<file path="src/rtl/icap_cmd_seq_if.sv">
// Bundle between the ICAP command sequencer, its command client and the ICAPE2 primitive.
// Also carries the sequencer's state code so checkers can bind without hierarchical paths.
interface icap_cmd_seq_if;
    // Handshake: a command is taken on a rising edge where START=1 and READY=1.
    // START at any other time is dropped, not queued. DONE pulses for one cycle
    // when the ICAP sequence has finished; RDATA is valid from that cycle on.
    logic        START;
    logic        WRITE;
    logic [4:0]  ADDR;
    logic [31:0] WDATA;
    logic        READY;
    logic        DONE;
    logic [31:0] RDATA;
    logic        ICAP_CSIB;
    logic        ICAP_RDWRB;
    logic [31:0] ICAP_I;
    logic [31:0] ICAP_O;
    logic [2:0]  dbg_state;

    modport slave (
        input  START, WRITE, ADDR, WDATA, ICAP_O,
        output READY, DONE, RDATA, ICAP_CSIB, ICAP_RDWRB, ICAP_I, dbg_state
    );

    modport master (
        output START, WRITE, ADDR, WDATA, ICAP_O,
        input  READY, DONE, RDATA, ICAP_CSIB, ICAP_RDWRB, ICAP_I, dbg_state
    );
endinterface

</file>
<file path="src/rtl/icap_cmd_seq.sv">
// ICAPE2 single-register read/write sequencer: sync, type-1 access, desync.
// Optional macro ICAP_SEQ_BITSWAP_EN bit-reverses each byte on ICAP_I and ICAP_O.
module icap_cmd_seq #(
    parameter int INIT_CYCLES = 1024,
    parameter int READ_LAT    = 3
) (
    input  logic            CLK,
    input  logic            RSTB,
    icap_cmd_seq_if.slave   bus
);

    typedef enum logic [2:0] {
        ST_INIT    = 3'd0,
        ST_IDLE    = 3'd1,
        ST_SEQ     = 3'd2,
        ST_RD_TURN = 3'd3,
        ST_RD_WAIT = 3'd4,
        ST_RD_BACK = 3'd5,
        ST_DESYNC  = 3'd6
    } state_t;

    localparam int            IW        = (INIT_CYCLES > 1) ? $clog2(INIT_CYCLES) : 1;
    localparam logic [IW-1:0] INIT_LAST = IW'(INIT_CYCLES - 1);
    localparam logic [3:0]    RD_LAST   = 4'(READ_LAT - 1);

    // ICAPE2 expects bit 0 of each byte on the pin that the bitstream calls bit 7.
    function automatic logic [31:0] byte_rev(input logic [31:0] w);
        logic [31:0] r;
`ifdef ICAP_SEQ_BITSWAP_EN
        for (int b = 0; b < 4; b++) begin
            for (int i = 0; i < 8; i++) begin
                r[8*b + i] = w[8*b + 7 - i];
            end
        end
`else
        r = w;
`endif
        return r;
    endfunction

    state_t        state_q, state_d;
    logic [IW-1:0] init_cnt_q, init_cnt_d;
    logic [3:0]    cnt_q, cnt_d;
    logic          wr_q, wr_d;
    logic [4:0]    addr_q, addr_d;
    logic [31:0]   wdata_q, wdata_d;
    logic [31:0]   rdata_q, rdata_d;
    logic          done_q, done_d;

    logic          csib;
    logic          rdwrb;
    logic [31:0]   word;
    logic [31:0]   header;

    always_ff @(posedge CLK or negedge RSTB) begin
        if (!RSTB) begin
            state_q    <= ST_INIT;
            init_cnt_q <= '0;
            cnt_q      <= '0;
            wr_q       <= 1'b0;
            addr_q     <= '0;
            wdata_q    <= '0;
            rdata_q    <= '0;
            done_q     <= 1'b0;
        end else begin
            state_q    <= state_d;
            init_cnt_q <= init_cnt_d;
            cnt_q      <= cnt_d;
            wr_q       <= wr_d;
            addr_q     <= addr_d;
            wdata_q    <= wdata_d;
            rdata_q    <= rdata_d;
            done_q     <= done_d;
        end
    end

    always_comb begin
        state_d    = state_q;
        init_cnt_d = init_cnt_q;
        cnt_d      = cnt_q;
        wr_d       = wr_q;
        addr_d     = addr_q;
        wdata_d    = wdata_q;
        rdata_d    = rdata_q;
        done_d     = 1'b0;

        case (state_q)
            ST_INIT: begin
                if (init_cnt_q == INIT_LAST) begin
                    init_cnt_d = '0;
                    state_d    = ST_IDLE;
                end else begin
                    init_cnt_d = init_cnt_q + 1'b1;
                end
            end
            ST_IDLE: begin
                if (bus.START) begin
                    wr_d    = bus.WRITE;
                    addr_d  = bus.ADDR;
                    wdata_d = bus.WDATA;
                    cnt_d   = '0;
                    state_d = ST_SEQ;
                end
            end
            ST_SEQ: begin
                if (cnt_q == 4'd5) begin
                    cnt_d   = '0;
                    state_d = wr_q ? ST_DESYNC : ST_RD_TURN;
                end else begin
                    cnt_d = cnt_q + 4'd1;
                end
            end
            ST_RD_TURN: begin
                if (cnt_q == 4'd1) begin
                    cnt_d   = '0;
                    state_d = ST_RD_WAIT;
                end else begin
                    cnt_d = cnt_q + 4'd1;
                end
            end
            ST_RD_WAIT: begin
                if (cnt_q == RD_LAST) begin
                    cnt_d   = '0;
                    rdata_d = byte_rev(bus.ICAP_O);
                    state_d = ST_RD_BACK;
                end else begin
                    cnt_d = cnt_q + 4'd1;
                end
            end
            ST_RD_BACK: begin
                if (cnt_q == 4'd1) begin
                    cnt_d   = '0;
                    state_d = ST_DESYNC;
                end else begin
                    cnt_d = cnt_q + 4'd1;
                end
            end
            ST_DESYNC: begin
                if (cnt_q == 4'd3) begin
                    cnt_d   = '0;
                    done_d  = 1'b1;
                    state_d = ST_IDLE;
                end else begin
                    cnt_d = cnt_q + 4'd1;
                end
            end
            default: begin
                cnt_d   = '0;
                state_d = ST_INIT;
            end
        endcase
    end

    assign header = (wr_q ? 32'h3000_0001 : 32'h2800_0001) | (32'(addr_q) << 13);

    // RDWRB only moves while CSIB=1: the turn/back states step it in their second cycle.
    always_comb begin
        csib  = 1'b1;
        rdwrb = 1'b0;
        word  = 32'h0000_0000;
        case (state_q)
            ST_SEQ: begin
                csib = 1'b0;
                case (cnt_q)
                    4'd0:    word = 32'hFFFF_FFFF;
                    4'd1:    word = 32'hAA99_5566;
                    4'd3:    word = header;
                    4'd4:    word = wr_q ? wdata_q : 32'h2000_0000;
                    default: word = 32'h2000_0000;
                endcase
            end
            ST_RD_TURN: rdwrb = cnt_q[0];
            ST_RD_WAIT: begin
                csib  = 1'b0;
                rdwrb = 1'b1;
            end
            ST_RD_BACK: rdwrb = ~cnt_q[0];
            ST_DESYNC: begin
                csib = 1'b0;
                case (cnt_q)
                    4'd0:    word = 32'h3000_8001;
                    4'd1:    word = 32'h0000_000D;
                    default: word = 32'h2000_0000;
                endcase
            end
            default: begin
                csib  = 1'b1;
                rdwrb = 1'b0;
                word  = 32'h0000_0000;
            end
        endcase
    end

    assign bus.ICAP_CSIB  = csib;
    assign bus.ICAP_RDWRB = rdwrb;
    assign bus.ICAP_I     = byte_rev(word);
    assign bus.READY      = (state_q == ST_IDLE);
    assign bus.DONE       = done_q;
    assign bus.RDATA      = rdata_q;
    assign bus.dbg_state  = state_q;

endmodule

</file>
<file path="src/flat_wrapper.sv">
// flat-port wrapper written by rule: the top's interface ports become plain ports
module icap_cmd_seq_flat 
#(
    parameter int INIT_CYCLES = 1024,
    parameter int READ_LAT    = 3
)
  (CLK, RSTB, bus_START, bus_WRITE, bus_ADDR, bus_WDATA, bus_ICAP_O, bus_READY, bus_DONE, bus_RDATA, bus_ICAP_CSIB, bus_ICAP_RDWRB, bus_ICAP_I, bus_dbg_state);
  icap_cmd_seq_if bus_i ();
  input  logic CLK;
  input  logic RSTB;
  input wire logic [$bits(bus_i.START)-1:0] bus_START;
  input wire logic [$bits(bus_i.WRITE)-1:0] bus_WRITE;
  input wire logic [$bits(bus_i.ADDR)-1:0] bus_ADDR;
  input wire logic [$bits(bus_i.WDATA)-1:0] bus_WDATA;
  input wire logic [$bits(bus_i.ICAP_O)-1:0] bus_ICAP_O;
  output wire logic [$bits(bus_i.READY)-1:0] bus_READY;
  output wire logic [$bits(bus_i.DONE)-1:0] bus_DONE;
  output wire logic [$bits(bus_i.RDATA)-1:0] bus_RDATA;
  output wire logic [$bits(bus_i.ICAP_CSIB)-1:0] bus_ICAP_CSIB;
  output wire logic [$bits(bus_i.ICAP_RDWRB)-1:0] bus_ICAP_RDWRB;
  output wire logic [$bits(bus_i.ICAP_I)-1:0] bus_ICAP_I;
  output wire logic [$bits(bus_i.dbg_state)-1:0] bus_dbg_state;
  assign bus_i.START = bus_START;
  assign bus_i.WRITE = bus_WRITE;
  assign bus_i.ADDR = bus_ADDR;
  assign bus_i.WDATA = bus_WDATA;
  assign bus_i.ICAP_O = bus_ICAP_O;
  assign bus_READY = bus_i.READY;
  assign bus_DONE = bus_i.DONE;
  assign bus_RDATA = bus_i.RDATA;
  assign bus_ICAP_CSIB = bus_i.ICAP_CSIB;
  assign bus_ICAP_RDWRB = bus_i.ICAP_RDWRB;
  assign bus_ICAP_I = bus_i.ICAP_I;
  assign bus_dbg_state = bus_i.dbg_state;
  icap_cmd_seq #(.INIT_CYCLES(INIT_CYCLES), .READ_LAT(READ_LAT)) u_core (.CLK(CLK), .RSTB(RSTB), .bus(bus_i));
endmodule
</file>
<file path="config.mk">
export PLATFORM = sky130hd
export DESIGN_NAME = icap_cmd_seq_flat
export DESIGN_NICKNAME = d
export VERILOG_FILES = /design/src/rtl/icap_cmd_seq_if.sv /design/src/rtl/icap_cmd_seq.sv /design/src/flat_wrapper.sv
export SDC_FILE = /design/constraint.sdc
export NUM_CORES = 1
export LEC_CHECK = 0
export BUFFER_PORTS_ARGS = -buffer_cell sky130_fd_sc_hd__buf_2
export CAP_MARGIN = 40
export CORE_MARGIN = 4
export CORE_UTILIZATION = 50
export DETAILED_ROUTE_END_ITERATION = 7
export GPL_TIMING_DRIVEN = 0
export PLACE_DENSITY = 0.8
export SLEW_MARGIN = 20
export SYNTH_ARGS = -nofsm -noshare
export SYNTH_HDL_FRONTEND = slang
export SYNTH_SLANG_ARGS = --single-unit
</file>
<file path="constraint.sdc">
create_clock -name CLK -period 3.2 [get_ports CLK]
set_clock_uncertainty 0.2 [all_clocks]
set_input_delay 0.48 -clock CLK [delete_from_list [all_inputs] [get_ports CLK]]
set_output_delay 0.48 -clock CLK [all_outputs]
set_load 0.03 [all_outputs]
</file>
### After elaboration in Yosys (flattened, before gate mapping)

Index checks and enable logic that the tools add are counted.

| word-level totals | value |
|---|---|
| register bits | 88 |
| input bits | 73 |
| output and inout bits | 71 |
| logic and storage cells | 65 |

| cells by class | value |
|---|---|
| add/sub/neg operators | 2 |
| equal/unequal tests | 19 |
| multiplexer cells | 25 |
| bitwise logic cells | 3 |
| reduce and logical (&&, ||, !) cells | 8 |

Operators by type and width:

| kind | count |
|---|---|
| one-hot mux 32 bit (4 select lines) | 1 |
| one-hot mux 32 bit (2 select lines) | 1 |
| one-hot mux 30 bit (2 select lines) | 1 |
| two-way mux 32 bit | 1 |
| OR 32 x 18 -> 32 bit | 1 |
| two-way mux 29 bit | 1 |
| two-way mux 3 bit | 8 |
| one-hot mux 4 bit (6 select lines) | 1 |
| one-hot mux 3 bit (7 select lines) | 1 |
| two-way mux 4 bit | 5 |
| inequality test 2 x 1 -> 1 bit (second input constant) | 6 |
| adder 10 x 1 -> 10 bit (second input constant) | 1 |
| == test 10 bit (second input constant) | 1 |
| two-way mux 10 bit | 1 |
| == test 3 bit (second input constant) | 3 |
| == test 4 x 2 -> 1 bit (second input constant) | 2 |
| == test 4 x 3 -> 1 bit (second input constant) | 2 |
| AND reduction 7 bit | 1 |
| == test 3 x 2 -> 1 bit (second input constant) | 2 |
| AND reduction 2 bit | 3 |
| adder 4 x 1 -> 4 bit (second input constant) | 1 |
| == test 4 x 1 -> 1 bit (second input constant) | 1 |
| logical NOT 4 bit | 1 |
| == test 3 x 1 -> 1 bit (second input constant) | 1 |
| other kinds (7) | 10 |

### Logic depth before layout (Yosys ltp)

| depth | value |
|---|---|
| word-level depth | 4 |
| gate-level depth with buffers | 7 |
| depth with buffers taken out | 7 |

### Least setup slack after synthesis

No wires, ideal clock.

| timing path | value |
|---|---|
| path kind | flip-flop to output port |
| start | reg u_core.state_q[1] (netlist: u_core.bus.dbg_state[1]) |
| end | out bus_ICAP_I[0] |
| arrival time | 2.352 ns |
| data required time | 2.520 ns |
| setup slack | 0.168 ns |
| stages on the path, launching flop included | 8 |
| path buffers | 2 |
| cells stage by stage | dfrtp_1 -> buf_4 -> or3b_2 -> clkbuf_1 -> nor2_1 -> nand2_1 -> a2bb2oi_1 -> nor3_1 |

| between the ends | value |
|---|---|
| word-level cells in the longest chain between the ends | 2 |
| elaborated cells between the ends (all ways) | 3 |
| those cells by class | eq/ne (2); mux (1) |

RTL lines:

| item | RTL line | RTL |
|---|---|---|
| from (decl) | icap_cmd_seq.sv:41 | `state_t state_q, state_d;` |
| from (signal assigned) | icap_cmd_seq.sv:66 | `state_q <= state_d;` |
| == test 3 bit / == test 3 x 2 -> 1 bit (equally long branches) | icap_cmd_seq.sv:161 | `case (state_q)` |
| one-hot mux 32 bit (2 select lines) (*) | icap_cmd_seq.sv:161 |  |
| to (decl) | flat_wrapper.sv:21 | `output wire logic [$bits(bus_i.ICAP_I)-1:0] bus_ICAP_I;` |

Every way passes the cells marked *; elsewhere a longest branch is shown, timed or not.

### Worst setup path after layout

| timing path | value |
|---|---|
| start | reg u_core.cnt_q[0] |
| end | out bus_ICAP_I[28] |

| between the ends | value |
|---|---|
| word-level cells in the longest chain between the ends | 3 |
| elaborated cells between the ends (all ways) | 7 |
| those cells by class | eq/ne (3); mux (3); reduce/logical (1) |

RTL lines:

| item | RTL line | RTL |
|---|---|---|
| from (decl) | icap_cmd_seq.sv:43 | `logic [3:0] cnt_q, cnt_d;` |
| from (signal assigned) | icap_cmd_seq.sv:68 | `cnt_q <= cnt_d;` |
| == test 4 x 3 -> 1 bit, or another cell as far along | icap_cmd_seq.sv:164 | `case (cnt_q)` |
| one-hot mux 32 bit (4 select lines) / one-hot mux 30 bit (2 select lines) (equally long branches) | icap_cmd_seq.sv:164, icap_cmd_seq.sv:180 |  |
| one-hot mux 32 bit (2 select lines) (*) | icap_cmd_seq.sv:161 |  |

Marks and branches as above.

==> results.md <==
* Status: finished, final reports clean
* Gr busiest metal: met2
* Max-cap violations at 0
* Met3 usage at 0.0414
* WS Path Type: reg2out
* Insertion delay to the later sink of the worst-skew pair at 0.35 ns
* Setup bufs post-CTS at 0
* Finished Core Util at 0.665
* CTS tree: done
* Peak supply drop at 0.599 mV
* Crit Path Max Fanout at 10
* Wire per inst at 15.6 um
* Post-route DRC violation count at 0
* Worst-Margin Slew at 0.614 ns
* Crit path cell chain: inv_1 > ha_1 > and3_1 > clkbuf_1 > buf_2 > a22oi_1 > a21oi_1 > buf_2
* Avg Inst Size Synth at 11.6 um^2
* Routed wire length at 9540 um
* Synth Net Count at 429
* Antenna diodes at 0
* Max Buffers Root-to-Sink at 2
* Die area at 0.00966 mm^2
* Met2 layer usage reported by global route at 0.322
* Max Slew Vio Count at 0
* Total gr overflow at 0
* Slew margin rel. at 0.588
* Vias post-DR at 3256
* Data arrival time of the critical path at 2.33 ns
* Top cell by count, worst path: buf_2
* Starting Density at 0.522
* Count of cell types in the netlist at 44
* Num CTS Buffers at 9
* Global-route wire length before repair at 15700 um
* PD cells at 1070 mW/mm^2
* Crit path time final at 3.01 ns
* Core Area at 0.00781 mm^2
* Die height at 98.3 um
* Required @ worst endpoint at 2.52 ns
* Post-DRT Antenna Nets at 0
* Global routing usage on met1 at 0.267
* Final Wtd Congestion at 0.863
* Crit share post-route at 0.941
* Nets at 584
* Post-DP HPWL at 7320 um
* Worst Setup End Kind: primary output
* Vias in the first global route at 3299
* CP max stage delay at 0.45 ns
* Seq/Total Area, Yosys at 0.540
* Worst Hold Class: in2reg
* Htree depth at 3
* Critical path's top delay family: buffers and inverters
* Post-Synthesis Cells at 351
* Clock transition at path regs at 0.09 ns
* Fin cells at 613
* Area growth syn-to-layout at 27.4%
* Fmax at 0.332 GHz
* Yosys warning count at 0
* Share of cells above drive strength 1 at 0.489
* Fin Hold WS at 0.149 ns
* Pleak at 2.53 nW
* Drt initial violations at 201
* Slowest-stage cell, CP: dfrtp_1
* CP bufs+invs at 4
* CTS Sinks at 88
* Cell area after layout at 0.00519 mm^2
* Final setup fails at 0
* IO buf count at 143
* #FFs+latches synth at 88
* Initial antenna violation count at 0
* Netlist Area Pre-Place at 0.00408 mm^2
* Tot GR Track Use at 0.202
* Die Wd at 98.3 um
* Io pins at 144
* Largest net degree at the start of global routing at 55
* Dpl cell area at 0.00495 mm^2
* Root buffer cell: clkbuf_8
* Vias per inst at 5.31
* Placed Instances at 597
* Rows at 32
* Fillers at 615
* Final Hold Viols at 0
* Crit path launch type: register
* DR pass1 iterations at 4
[power breakdown]
group	switching, mW	internal, mW
registers	0.313	1.63
clock network	0.396	0.441
logic	1.70	1.06
[per-stage QoR]
| stage | setup WS (ns) | power (mW) | TNS (ns) |
|---|---|---|---|
| floorplan | 0.168 | 3.93 | 0 |
| global placement | 0.379 | 4.59 | 0 |
| detailed placement | 0.329 | 4.71 | 0 |
| CTS | 0.0251 | 5.56 | 0 |
| global route | -0.0129 | 5.89 | -0.0146 |
| finish | 0.188 | 5.54 | 0 |
[worst paths after layout]
check	startpoint	end	slack [ns]	depth (start not counted)
max	u_core.cnt_q[0]$_DFFE_PN0P_	bus_ICAP_I[28]	0.19	8
min	bus_ICAP_O[31]	u_core.bus.RDATA[31]$_DFFE_PN0P_	0.15	2
max reg2reg	u_core.cnt_q[1]$_DFFE_PN0P_	u_core.bus.dbg_state[0]$_DFFE_PN0P_	0.52	7
min reg2reg	u_core.init_cnt_q[8]$_DFFE_PN0P_	u_core.init_cnt_q[8]$_DFFE_PN0P_	0.29	1
max in group asynchronous	RSTB	u_core.init_cnt_q[8]$_DFFE_PN0P_	1.77	3
min in group asynchronous	RSTB	u_core.bus.RDATA[11]$_DFFE_PN0P_	0.42	2
[cells in the final DEF, fill, tap and decap left out, types with 6 or more instances in the layout]
cell type,instances
nand2_1,27
nor2_1,26
a21oi_1,34
mux2_2,70
xor2_1,6
a22oi_1,6
dfrtp_1,88
o21ai_0,12
buf_2,146
clkbuf_1,8
clkbuf_8,9
[metal layers]
layer	share of wire	vias up
li1	-	1544
met4	0.022	0
met1	0.42	1586
met3	0.061	19
met5	0	-
met2	0.50	107
[Yosys cell counts, drive strengths merged]
master,instances,area share
nor2b,2,0.0031
o21ai,12,0.015
nand2,28,0.026
o211ai,1,0.0052
buf,6,0.0074
or2,1,0.0015
a211oi,3,0.0086
o2bb2ai,1,0.0021
a221o,1,0.0025
mux2,71,0.20
or3b,3,0.0064
and2,3,0.0046
o2111ai,1,0.0021
a21oi,34,0.042
xnor2,2,0.0043
nor3,4,0.0049
nor4b,1,0.0021
ha,5,0.015
a22oi,6,0.011
a31o,2,0.0043
nor2,27,0.025
inv,5,0.0046
o21a,1,0.0018
dfrtp,88,0.54
a221oi,1,0.0021
a211o,1,0.0021
nand3,5,0.0061
a21o,1,0.0018
clkbuf,15,0.014
a2bb2oi,1,0.0021
or3,1,0.0015
and3b,1,0.0021
o21bai,2,0.0037
nand4,2,0.0031
nand2b,1,0.0015
a32o,1,0.0025
and3,5,0.0077
xor2,6,0.013
[flip-flops by register name, summed over array words and instances, names as in the netlist]
name	flops
u_core.bus.RDATA	32
u_core.wdata_q	32
u_core.init_cnt_q	10
u_core.addr_q	5
u_core.cnt_q	4
u_core.bus.dbg_state	3
u_core.bus.DONE	1
u_core.wr_q	1
[cell families (layout without fill, tap and decap cells)]
| logic type | after synthesis | count (layout) | synth area share |
|---|---|---|---|
| muxes | 71 | 71 | 0.197 |
| and+or+nand+nor | 84 | 84 | 0.0955 |
| DFF | 88 | 88 | 0.540 |
| AOI/OAI and AO/OA | 69 | 69 | 0.109 |
| adders and majority gates | 5 | 5 | 0.0154 |
| xor gates and xnor gates | 8 | 8 | 0.0172 |
| buffers and inverters | 26 | 186 | 0.0258 |
[repair_timing]
item	in CTS	in global routing
setup endpoints to repair	11	31
endpoints found under the hold margin	34	0
gates resized for setup	2	15
hold buffers	1	0
[layout make-up]
cell class / instances / area, um^2 / area share
Buffer: 20 / 90.1 / 0.0173
Clock buffer: 9 / 124 / 0.0238
Clock inverter: 7 / 95.1 / 0.0183
Inverter: 5 / 18.8 / 0.00361
Multi-Input combinational cell: 237 / 1780 / 0.342
Sequential cell: 88 / 2200 / 0.424
Tap cell: 102 / 128 / 0.0246
Timing Repair Buffer: 145 / 758 / 0.146
Power figures use the tool's default switching activity.
